## config.mk

```make
export PLATFORM = sky130hd
export DESIGN_NAME = fetch_queue_flat
export DESIGN_NICKNAME = d
export VERILOG_FILES = /design/src/rtl/fetch_queue_if.sv /design/src/rtl/fetch_queue.sv /design/src/flat_wrapper.sv
export SDC_FILE = /design/constraint.sdc
export NUM_CORES = 1
export LEC_CHECK = 0
export BUFFER_PORTS_ARGS = -buffer_cell sky130_fd_sc_hd__buf_4
export CAP_MARGIN = 40
export CORE_ASPECT_RATIO = 1.75
export CORE_UTILIZATION = 40
export CTS_CLUSTER_SIZE = 28
export DETAILED_ROUTE_END_ITERATION = 7
export PLACE_DENSITY = 0.65
export SYNTH_ARGS = -nofsm -noshare
export SYNTH_HDL_FRONTEND = slang
export SYNTH_SLANG_ARGS = --single-unit
```

## constraint.sdc

```tcl
create_clock -name clk -period 8.25 [get_ports clk]
set_clock_uncertainty 0.05 [all_clocks]
set_input_delay 0.825 -clock clk [delete_from_list [all_inputs] [get_ports clk]]
set_output_delay 0.825 -clock clk [all_outputs]
set_load 0.02 [all_outputs]
```

## src/rtl/fetch_queue_if.sv

```systemverilog
// Handshake bundle between instruction fetch, the fetch queue and decode.
// master = fetch/decode side that drives requests; slave = the queue itself.
interface fetch_queue_if #(
    parameter int DEPTH = 4
);
    localparam int CW = $clog2(DEPTH + 1);

    logic          in_valid;
    logic          in_ready;
    logic [31:0]   in_pc;
    logic [31:0]   in_instr;
    logic          out_valid;
    logic          out_ready;
    logic [31:0]   out_pc;
    logic [31:0]   out_instr;
    logic          out_is_ctrl;
    logic          flush;
    logic [CW-1:0] count;

    modport master (
        output in_valid, in_pc, in_instr, out_ready, flush,
        input  in_ready, out_valid, out_pc, out_instr, out_is_ctrl, count
    );

    modport slave (
        input  in_valid, in_pc, in_instr, out_ready, flush,
        output in_ready, out_valid, out_pc, out_instr, out_is_ctrl, count
    );
endinterface

```

## src/rtl/fetch_queue.sv

```systemverilog
// First-word-fall-through instruction queue between fetch and decode.
// Stores {pc, instr} pairs, presents the oldest one combinationally, flags
// control-flow opcodes at the head and drops everything on a redirect flush.
module fetch_queue #(
    parameter int          DEPTH    = 4,
    parameter logic [31:0] NOP_WORD = 32'h0000_0013
) (
    input  logic          clk,
    input  logic          reset,
    fetch_queue_if.slave  bus
);
    localparam int PW = $clog2(DEPTH);
    localparam int CW = $clog2(DEPTH + 1);

    // Branch, JAL and JALR opcodes redirect the pipeline.
    function automatic logic is_ctrl_f(input logic [6:0] opcode);
        logic r;
        case (opcode)
            7'b1100011: r = 1'b1;
            7'b1101111: r = 1'b1;
            7'b1100111: r = 1'b1;
            default:    r = 1'b0;
        endcase
        return r;
    endfunction

    logic [31:0]   mem_pc_q    [DEPTH];
    logic [31:0]   mem_instr_q [DEPTH];
    logic [PW-1:0] wr_ptr_q, wr_ptr_d;
    logic [PW-1:0] rd_ptr_q, rd_ptr_d;
    logic [CW-1:0] count_q,  count_d;

    logic          in_ready_s;
    logic          out_valid_s;
    logic          push_s;
    logic          pop_s;
    logic [31:0]   head_pc_s;
    logic [31:0]   head_instr_s;
    logic          head_ctrl_s;

    // Full/empty come only from registered count, so a full queue refuses a
    // push even when decode pops in the same cycle.
    assign in_ready_s  = (count_q != CW'(DEPTH));
    assign out_valid_s = (count_q != {CW{1'b0}});
    assign push_s      = bus.in_valid  & in_ready_s  & ~bus.flush;
    assign pop_s       = bus.out_ready & out_valid_s & ~bus.flush;

    // Next-state for pointers and occupancy; flush overrides any handshake.
    always_comb begin
        wr_ptr_d = wr_ptr_q;
        rd_ptr_d = rd_ptr_q;
        count_d  = count_q;
        if (bus.flush) begin
            wr_ptr_d = {PW{1'b0}};
            rd_ptr_d = {PW{1'b0}};
            count_d  = {CW{1'b0}};
        end else begin
            if (push_s) begin
                wr_ptr_d = wr_ptr_q + PW'(1);
            end else begin
                wr_ptr_d = wr_ptr_q;
            end
            if (pop_s) begin
                rd_ptr_d = rd_ptr_q + PW'(1);
            end else begin
                rd_ptr_d = rd_ptr_q;
            end
            case ({push_s, pop_s})
                2'b10:   count_d = count_q + CW'(1);
                2'b01:   count_d = count_q - CW'(1);
                default: count_d = count_q;
            endcase
        end
    end

    // Pointer and occupancy registers, cleared asynchronously.
    always_ff @(posedge clk or posedge reset) begin
        if (reset) begin
            wr_ptr_q <= {PW{1'b0}};
            rd_ptr_q <= {PW{1'b0}};
            count_q  <= {CW{1'b0}};
        end else begin
            wr_ptr_q <= wr_ptr_d;
            rd_ptr_q <= rd_ptr_d;
            count_q  <= count_d;
        end
    end

    // Storage array; written only on an accepted push, never reset.
    always_ff @(posedge clk) begin
        if (push_s) begin
            mem_pc_q[wr_ptr_q]    <= bus.in_pc;
            mem_instr_q[wr_ptr_q] <= bus.in_instr;
        end
    end

    // Head presentation: oldest entry when occupied, a NOP bubble when empty.
    always_comb begin
        head_pc_s    = 32'h0000_0000;
        head_instr_s = NOP_WORD;
        head_ctrl_s  = 1'b0;
        if (out_valid_s) begin
            head_pc_s    = mem_pc_q[rd_ptr_q];
            head_instr_s = mem_instr_q[rd_ptr_q];
            head_ctrl_s  = is_ctrl_f(mem_instr_q[rd_ptr_q][6:0]);
        end else begin
            head_pc_s    = 32'h0000_0000;
            head_instr_s = NOP_WORD;
            head_ctrl_s  = 1'b0;
        end
    end

    assign bus.in_ready    = in_ready_s;
    assign bus.out_valid   = out_valid_s;
    assign bus.out_pc      = head_pc_s;
    assign bus.out_instr   = head_instr_s;
    assign bus.out_is_ctrl = head_ctrl_s;
    assign bus.count       = count_q;
endmodule

```

## src/flat_wrapper.sv

```systemverilog
// flat-port wrapper written by rule: the top's interface ports become plain ports
module fetch_queue_flat 
#(
    parameter int          DEPTH    = 4,
    parameter logic [31:0] NOP_WORD = 32'h0000_0013
)
  (clk, reset, bus_in_valid, bus_in_pc, bus_in_instr, bus_out_ready, bus_flush, bus_in_ready, bus_out_valid, bus_out_pc, bus_out_instr, bus_out_is_ctrl, bus_count);
  fetch_queue_if #(.DEPTH(DEPTH)) bus_i ();
  input  logic clk;
  input  logic reset;
  input wire logic [$bits(bus_i.in_valid)-1:0] bus_in_valid;
  input wire logic [$bits(bus_i.in_pc)-1:0] bus_in_pc;
  input wire logic [$bits(bus_i.in_instr)-1:0] bus_in_instr;
  input wire logic [$bits(bus_i.out_ready)-1:0] bus_out_ready;
  input wire logic [$bits(bus_i.flush)-1:0] bus_flush;
  output wire logic [$bits(bus_i.in_ready)-1:0] bus_in_ready;
  output wire logic [$bits(bus_i.out_valid)-1:0] bus_out_valid;
  output wire logic [$bits(bus_i.out_pc)-1:0] bus_out_pc;
  output wire logic [$bits(bus_i.out_instr)-1:0] bus_out_instr;
  output wire logic [$bits(bus_i.out_is_ctrl)-1:0] bus_out_is_ctrl;
  output wire logic [$bits(bus_i.count)-1:0] bus_count;
  assign bus_i.in_valid = bus_in_valid;
  assign bus_i.in_pc = bus_in_pc;
  assign bus_i.in_instr = bus_in_instr;
  assign bus_i.out_ready = bus_out_ready;
  assign bus_i.flush = bus_flush;
  assign bus_in_ready = bus_i.in_ready;
  assign bus_out_valid = bus_i.out_valid;
  assign bus_out_pc = bus_i.out_pc;
  assign bus_out_instr = bus_i.out_instr;
  assign bus_out_is_ctrl = bus_i.out_is_ctrl;
  assign bus_count = bus_i.count;
  fetch_queue #(.DEPTH(DEPTH), .NOP_WORD(NOP_WORD)) u_core (.clk(clk), .reset(reset), .bus(bus_i));
endmodule
```

==> run_results.csv, run 1 <==
group,metric,value,unit
run_status,status,"finished, final reports clean",
timing,hold_viol_final,0,
yosys,synth_area,0.0102,mm2
timing,finalMaxSlewViolations,0,
place,placed_area,0.0117,mm2
pwr,ir_drop,202,uV
yosys,ys.flop_type,"edfxtp_1",
route,drt_iter0_drc,306,
cts,cts_made_buffers,24,
yosys,yosysWarnings,0,
yosys,netlist_instances,470,
global_route,grt_use_total,15.9,%
final_layout,area_delta_synth_final,21.1,%
place,io_buffers,138,
yosys,async_flop_share,2.66,%
cts,cts.repair.resized,0,
route,drc,0,
final_layout,instances_no_fill,948,
run,cap_violations,0,
min_path,hold_path.class,"input pin to asynchronous set/reset pin",
critical_path,endpoint_kind,"primary output",
global_route,grt-ovfl-total,0,
cts,clock_path_buffers,3,
die,core_area,0.0251,mm2
timing,rsz0062_at_grt,"no",
global_route,grt_max_degree,44,
route,wl,20.1,mm
cts,clkTransAtPathRegs,0.06,ns
route,wl_per_cell,21.2,um
timing,worst_slew_pin_slew,0.734,ns
timing,setup_tns,0,ns
yosys,synthesis.nets,544,
yosys,synth_seq_cells,263,
yosys,yosys.area.top_type,"edfxtp_1",
cts,cts_sinks,263,
global_route,grt_pass1_vias,5411,
yosys,ys_seq_area_share,77.0,%
pwr,power,3.02,mW
timing,slew_headroom,51.0,%
die,row_count,77,
global_route,grt_pass1_wl,30.4,mm
yosys,synth.area.top_cells,"edfxtp_1 75%, mux4_2 14%, and2_1 4.0%, dfrtp_1 1.7%, buf_6 0.66%",
critical_path,critPathKind,"flop to primary output",
timing,fin_crit_sh,49.9,%
cts,clock_latency,0.52,ns
die,fp.dieW,123,um
critical_path,cp.required,7.38,ns
route,first_pass_iters,4,
yosys,synth_top_area_share,75.3,%
timing,setup_viol,0,
place,dpl.hpwl,12.8,mm
die,start_util,40.6,%
yosys,synth.distinct_cells,33,
cts,cts_tree,"done",
critical_path,crit_fanout,37,
die,ios,139,
pwr,p_per_area,244,mW/mm2
critical_path,reg2reg_setup_slack,5.04,ns
die,die_h,213,um
timing,period_needed,4.12,ns
cts,post-cts-setup-buffers,0,
timing,max_freq,0.243,GHz
die,dieArea,0.0262,mm2
critical_path,critPathLaunchType,"flop",
route,ant_nets,0,
pwr,p_leak,4.18,nW
route,vias,4888,
critical_path,arrival,3.24,ns
cts,h-tree-depth,1,
place,routabilityCongestion,0.700,
yosys,yosys-top-cells-count,"256 x edfxtp_1, 65 x and2_1, 64 x mux4_2, 9 x clkbuf_1",
yosys,synth.most_common_cell,"edfxtp_1",
final_layout,drive_above_1_share,39.1,%
route,viasPerCell,5.16,
final_layout,postLayoutCellArea,0.0124,mm2
cts,cts_root_buffer,"clkbuf_16",
place,dp_cells,908,
final_layout,final_nets,692,
final_layout,num_antenna_cells,0,
yosys,synth_edf_count,256,
yosys,synth.avg_cell_area,21.7,um2
cts,cts_hold_buf,0,
global_route,antenna_found_initial,0,
-- area by class of cell --
type | instances | area [um2]
Clock buffer | 31 | 648
Clock inverter | 9 | 66.3
Fill cell | 2019 | 12800
Inverter | 5 | 18.8
Multi-Input combinational cell | 179 | 2190
Sequential cell | 263 | 7870
Tap cell | 316 | 395
Timing Repair Buffer | 145 | 1180
-- final timing paths --
| kind | start | to | depth (start not counted) |
|---|---|---|---|
| max | u_core.rd_ptr_q[0] | bus_out_is_ctrl | 5 |
| min | reset | u_core.bus.count[0] | 2 |
| max reg2reg | u_core.bus.count[0] | u_core.bus.count[2] | 9 |
| min reg2reg | u_core.wr_ptr_q[1] | u_core.wr_ptr_q[1] | 2 |
| max in group asynchronous | reset | u_core.rd_ptr_q[1] | 2 |
| min in group clk | bus_in_instr[14] | u_core.mem_instr_q[0][14] | 1 |
-- worst max-delay path: stages, from the launching register on --
cell,delay [ns]
dfrtp_4,0.82
buf_4,0.70
mux4_2,0.60
and4b_1,0.29
and3_1,0.17
buf_4,0.14
-- power by group --
part / switching (mW) / internal [mW] / total (mW)
Sequential: 0.0290 / 1.51 / 1.54
Combinational: 0.232 / 0.213 / 0.445
Clock: 0.446 / 0.581 / 1.03
-- flip-flops by register name (all words and copies together), names as in the netlist --
name                flops
u_core.bus.count        3
u_core.mem_instr_q    128
u_core.wr_ptr_q         2
u_core.rd_ptr_q         2
u_core.mem_pc_q       128
-- per-stage QoR --
stage,worst slack (ns),hold WS (ns),util [%]
final,4.13,0.199,49.2
after detailed placement,4.54,0.542,46.4
after global placement,4.56,0.506,45.8
after floorplan,4.86,0.493,-
after global routing,3.83,0.204,49.2
after CTS,3.98,0.181,49.2
-- placed cells by master (no fill, tap or decap), types with 3 or more instances in the layout --
master / instances
mux4_2: 64
or2_1: 3
a31oi_1: 3
clkbuf_1: 6
clkinv_1: 5
nor2_1: 7
nand3_1: 5
dfrtp_1: 5
nor3_1: 3
edfxtp_1: 256
inv_1: 3
and2_1: 61
ha_1: 4
buf_12: 4
clkbuf_16: 25
and2_4: 4
buf_4: 139
nand2_1: 4
-- logic make-up (layout without fill, tap and decap cells) --
group / Yosys count / in the layout / synth area share (%)
buffers and inverters: 28 / 190 / 1.62
DFF: 263 / 263 / 77.0
xor gates and xnor gates: 4 / 4 / 0.343
and+or+nand+nor: 96 / 96 / 5.60
muxes: 65 / 65 / 14.2
AOI/OAI and AO/OA: 9 / 9 / 0.539
adders and majority gates: 5 / 5 / 0.686
-- layer usage --
| layer | up-vias | GRT usage, % | routed length, um |
|---|---|---|---|
| li1 | 2187 | - | - |
| met1 | 2563 | 16.4 | 6920 |
| met2 | 109 | 31.6 | 12000 |
| met3 | 29 | 2.02 | 716 |
| met4 | 0 | 5.89 | 488 |
| met5 | - | 0 | 0 |
No activity file was read; power rests on OpenSTA's default activity.
==> run 2: changes to the inputs <==
Clock period 8.25 ns to 3.83 ns, I/O delays scaled along.
==> run_results.csv, run 2 (synthesis gave the netlist of run 1 again) <==
group,metric,value,unit
final_layout,fill_cells,2016,
route,viasPerCell,5.03,
cts,clkTransAtPathRegs,0.07,ns
place,routabilityCongestion,0.702,
place,placed_area,0.0117,mm2
final_layout,drive_above_1_share,37.5,%
timing,rsz0062_at_grt,"no",
critical_path,endpoint_kind,"primary output",
route,drc,0,
final_layout,final_common_cell,"edfxtp_1",
critical_path,critPathLaunchType,"flop",
timing,setup_viol,0,
run,cap_violations,0,
place,io_buffers,138,
final_layout,final_core_util,50.6,%
global_route,grt_max_degree,64,
place,pre_cts_slack,1.19,ns
run_status,status,"finished, final reports clean",
route,wl_per_cell,20.3,um
cts,cts.repair.resized,0,
timing,max_freq,0.323,GHz
timing,setup_tns,0,ns
global_route,antenna_found_initial,0,
min_path,hold_path.class,"input pin to flop",
final_layout,postLayoutCellArea,0.0127,mm2
cts,cts_sinks,263,
final_layout,num_antenna_cells,0,
final_layout,final_nets,727,
global_route,grt_pass1_vias,5462,
die,core_area,0.0251,mm2
route,vias,4955,
die,ios,139,
timing,fin_crit_sh,80.9,%
place,dp_cells,910,
route,ant_nets,0,
pwr,ir_drop,345,uV
timing,hold_viol_final,0,
cts,post-cts-setup-buffers,0,
critical_path,cp.required,3.40,ns
final_layout,multi_input_area,0.00219,mm2
critical_path,critPathKind,"flop to primary output",
cts,cts_made_buffers,24,
final_layout,regArea,0.00787,mm2
final_layout,area_delta_synth_final,24.7,%
cts,cts_root_buffer,"clkbuf_16",
critical_path,crit_fanout,29,
global_route,grt_pass1_wl,30.5,mm
place,dpl.hpwl,12.7,mm
route,drt_iter0_drc,363,
die,row_count,77,
critical_path,arrival,2.67,ns
cts,cts_tree,"done",
pwr,p_per_area,517,mW/mm2
pwr,power,6.59,mW
global_route,grt-ovfl-total,0,
die,dieArea,0.0262,mm2
die,fp.dieW,123,um
timing,whs,0.0163,ns
critical_path,reg2reg_setup_slack,1.18,ns
timing,worst_slew_pin_slew,0.735,ns
final_layout,layout_common_cells,"256 x edfxtp_1, 143 x buf_4, 64 x mux4_2",
final_layout,instances_no_fill,985,
cts,h-tree-depth,1,
global_route,grt_use_total,15.8,%
die,start_util,40.6,%
pwr,p_leak,4.34,nW
route,wl,20.0,mm
timing,slew_headroom,51.0,%
die,die_h,213,um
timing,worst_slack,0.731,ns
cts,clock_path_buffers,3,
route,first_pass_iters,4,
cts,clock_latency,0.51,ns
timing,finalMaxSlewViolations,0,
timing,period_needed,3.10,ns
run 2: changes by cell type in the layout (fill, tap and decap cells not counted), sizes merged:
cell         previous run  this run
dlygate4sd3             0        33
clkbuf                 31        33
buf                   145       147
run 2: layout make-up:
cell class | instances | share of cell area [%]
sequential | 263 | 61.8
clock buffer | 33 | 5.31
inverter | 5 | 0.147
tap | 316 | 3.10
timing repair buffer | 180 | 11.9
multi-input combinational | 179 | 17.2
clock inverter | 9 | 0.521
run 2: worst paths after layout:
| path | start | end | cells past startpoint |
|---|---|---|---|
| max | u_core.rd_ptr_q[0] | bus_out_pc[31] | 4 |
| min | bus_in_pc[24] | u_core.mem_pc_q[2][24] | 1 |
| max in group asynchronous | reset | u_core.rd_ptr_q[1] | 3 |
| min reg2reg | u_core.wr_ptr_q[1] | u_core.wr_ptr_q[1] | 2 |
| min in group asynchronous | reset | u_core.bus.count[0] | 3 |
| max reg2reg | u_core.bus.count[0] | u_core.bus.count[2] | 8 |
run 2: repair_timing:
| item | 4_1_cts | 5_1_grt |
|---|---|---|
| hold buffers | 33 | 0 |
| setup endpoints to repair | 0 | 0 |
| endpoints found under the hold margin | 113 | 0 |
run 2: worst max-delay path: stages, from the launching register on:
cell and delay (ns):
dfrtp_4 0.81, buf_4 0.42, mux4_2 0.53, and2_1 0.19
buf_4 0.16
run 2: routing by layer:
layer / track usage, % / vias up / share of wire [%]
met4: 6.01 / 0 / 2.3
li1: - / 2263 / -
met3: 2.18 / 26 / 3.5
met1: 17.5 / 2565 / 36
met2: 29.9 / 101 / 58
met5: 0 / - / 0
run 2: power breakdown:
part | leakage, nW | switching (mW) | internal (mW)
clock | 0.359 | 0.982 | 1.29
combinational | 1.57 | 0.501 | 0.480
sequential | 2.42 | 0.0661 | 3.26
total | 4.34 | 1.55 | 5.04
==> run 3: changes to the inputs <==
Clock period 3.83 ns to 3.11 ns, I/O delays scaled along.
==> run_results.csv, run 3 (synthesis gave the netlist of run 1 again) <==
group,metric,value,unit
run_status,status,"finished, final reports clean",
critical_path,cp_slowest_cell,"mux4_2",
place,dpl.hpwl,13.0,mm
pwr,ir_drop,464,uV
critical_path,path_cells,"buf_4 -> mux4_2 -> and4b_1 -> and3_1 -> buf_4",
route,ant_nets,0,
timing,max_freq,0.364,GHz
cts,clock_latency,0.52,ns
critical_path,arrival,2.39,ns
critical_path,crit_fanout,13,
global_route,grt_pass1_wl,31.8,mm
die,ios,139,
timing,worst_slew_pin_slew,0.614,ns
min_path,hold_path.class,"input pin to flop",
global_route,grt_pass1_vias,5696,
route,vias,5183,
run,cap_violations,0,
place,io_buffers,138,
critical_path,path_common_cell,"buf_4",
final_layout,regArea,0.00787,mm2
cts,clkTransAtPathRegs,0.06,ns
timing,fin_crit_sh,88.3,%
die,core_area,0.0251,mm2
cts,cts_tree,"done",
cts,cts_root_buffer,"clkbuf_16",
place,placed_area,0.0117,mm2
critical_path,endpoint_kind,"primary output",
final_layout,drive_above_1_share,36.4,%
timing,slew_headroom,59.1,%
cts,cts.repair.resized,0,
cts,cts_made_buffers,24,
route,viasPerCell,5.07,
final_layout,final_common_cell,"edfxtp_1",
global_route,grt-ovfl-total,0,
die,fp.dieW,123,um
cts,cts_sinks,263,
critical_path,critPathKind,"flop to primary output",
critical_path,cp_slowest_stage_delay,0.55,ns
global_route,antenna_found_initial,1,
timing,period_needed,2.75,ns
route,wl,21.1,mm
timing,setup_viol,0,
pwr,p_leak,4.49,nW
die,row_count,77,
final_layout,area_delta_synth_final,28.2,%
final_layout,layout_common_cells,"256 x edfxtp_1, 145 x buf_4, 66 x dlygate4sd3_1",
final_layout,final_nets,763,
place,routabilityCongestion,0.733,
route,wl_per_cell,20.6,um
route,first_pass_iters,4,
final_layout,multi_input_area,0.00219,mm2
route,drc,0,
final_layout,fill_cells,2012,
global_route,grt_use_total,16.6,%
critical_path,cp.required,2.75,ns
timing,setup_tns,0,ns
cts,h-tree-depth,1,
die,start_util,40.6,%
die,die_h,213,um
timing,hold_viol_final,0,
global_route,grt_max_degree,64,
timing,finalMaxSlewViolations,0,
die,dieArea,0.0262,mm2
route,drt_iter0_drc,257,
critical_path,critPathLaunchType,"flop",
pwr,power,8.21,mW
timing,rsz0062_at_grt,"no",
final_layout,postLayoutCellArea,0.0131,mm2
cts,clock_path_buffers,3,
pwr,p_per_area,627,mW/mm2
==> run 3: worst paths after layout <==
| check | from | end | slack, ns | depth (start not counted) |
|---|---|---|---|---|
| worst max register to register | u_core.bus.count[0] | u_core.bus.count[2] | 0.43 | 8 |
| max in group asynchronous | reset | u_core.rd_ptr_q[0] | 2.49 | 3 |
| worst min-delay path | bus_in_valid | u_core.wr_ptr_q[1] | 0.11 | 3 |
| min in group asynchronous | reset | u_core.wr_ptr_q[0] | 0.26 | 3 |
| worst min register to register | u_core.wr_ptr_q[1] | u_core.wr_ptr_q[1] | 0.59 | 2 |
| worst max-delay path | u_core.rd_ptr_q[0] | bus_out_is_ctrl | 0.36 | 5 |
==> run 3: routing by layer <==
layer | routed length (um) | GRT usage (%) | part of all wire [%] | vias to the layer above
met4 | 700 | 7.11 | 3.3 | 0
met1 | 7890 | 18.4 | 37 | 2701
met2 | 11800 | 31.4 | 56 | 113
li1 | - | - | - | 2333
met5 | 0 | 0 | 0 | -
met3 | 634 | 1.97 | 3.0 | 36
==> run 3: repair_timing <==
item,4_1_cts,5_1_grt
endpoints found under the hold margin,270,0
setup endpoints to repair,0,0
setup buffers,0,0
hold buffers,66,0
==> run 3: report_power, final <==
group / switching, mW / total [mW] / internal, mW
registers: 0.0421 / 4.06 / 4.02
clock network: 1.23 / 2.86 / 1.63
logic: 0.671 / 1.29 / 0.622
==> run 3: critical path, delay by kind of cell (launching register included) <==
kind / cells / cell delay (ns)
buf+inv: 2 / 0.42
flops: 1 / 0.43
mux: 1 / 0.55
simple gates: 2 / 0.46
==> run 3: layout make-up <==
| cell class | count | share of cell area, % |
|---|---|---|
| multi-input cells | 179 | 16.8 |
| inverters | 5 | 0.143 |
| flip-flops and latches | 263 | 60.1 |
| repair buffers | 216 | 14.1 |
| clock inverters | 15 | 0.965 |
| diodes | 1 | 0.0191 |
| clock buffers | 28 | 4.86 |
| well taps | 316 | 3.02 |
==> run 3: stage by stage <==
stage	hold slack [ns]	utilization (%)	instances	setup slack, ns
2_1_floorplan	0.0644	-	470	0.587
5_1_grt	0.110	52.1	1023	0.178
6_report	0.113	52.1	1023	0.363
4_1_cts	0.0874	52.1	1022	0.311
3_3_place_gp	0.234	46.4	913	0.614
3_5_place_dp	0.232	46.4	913	0.494
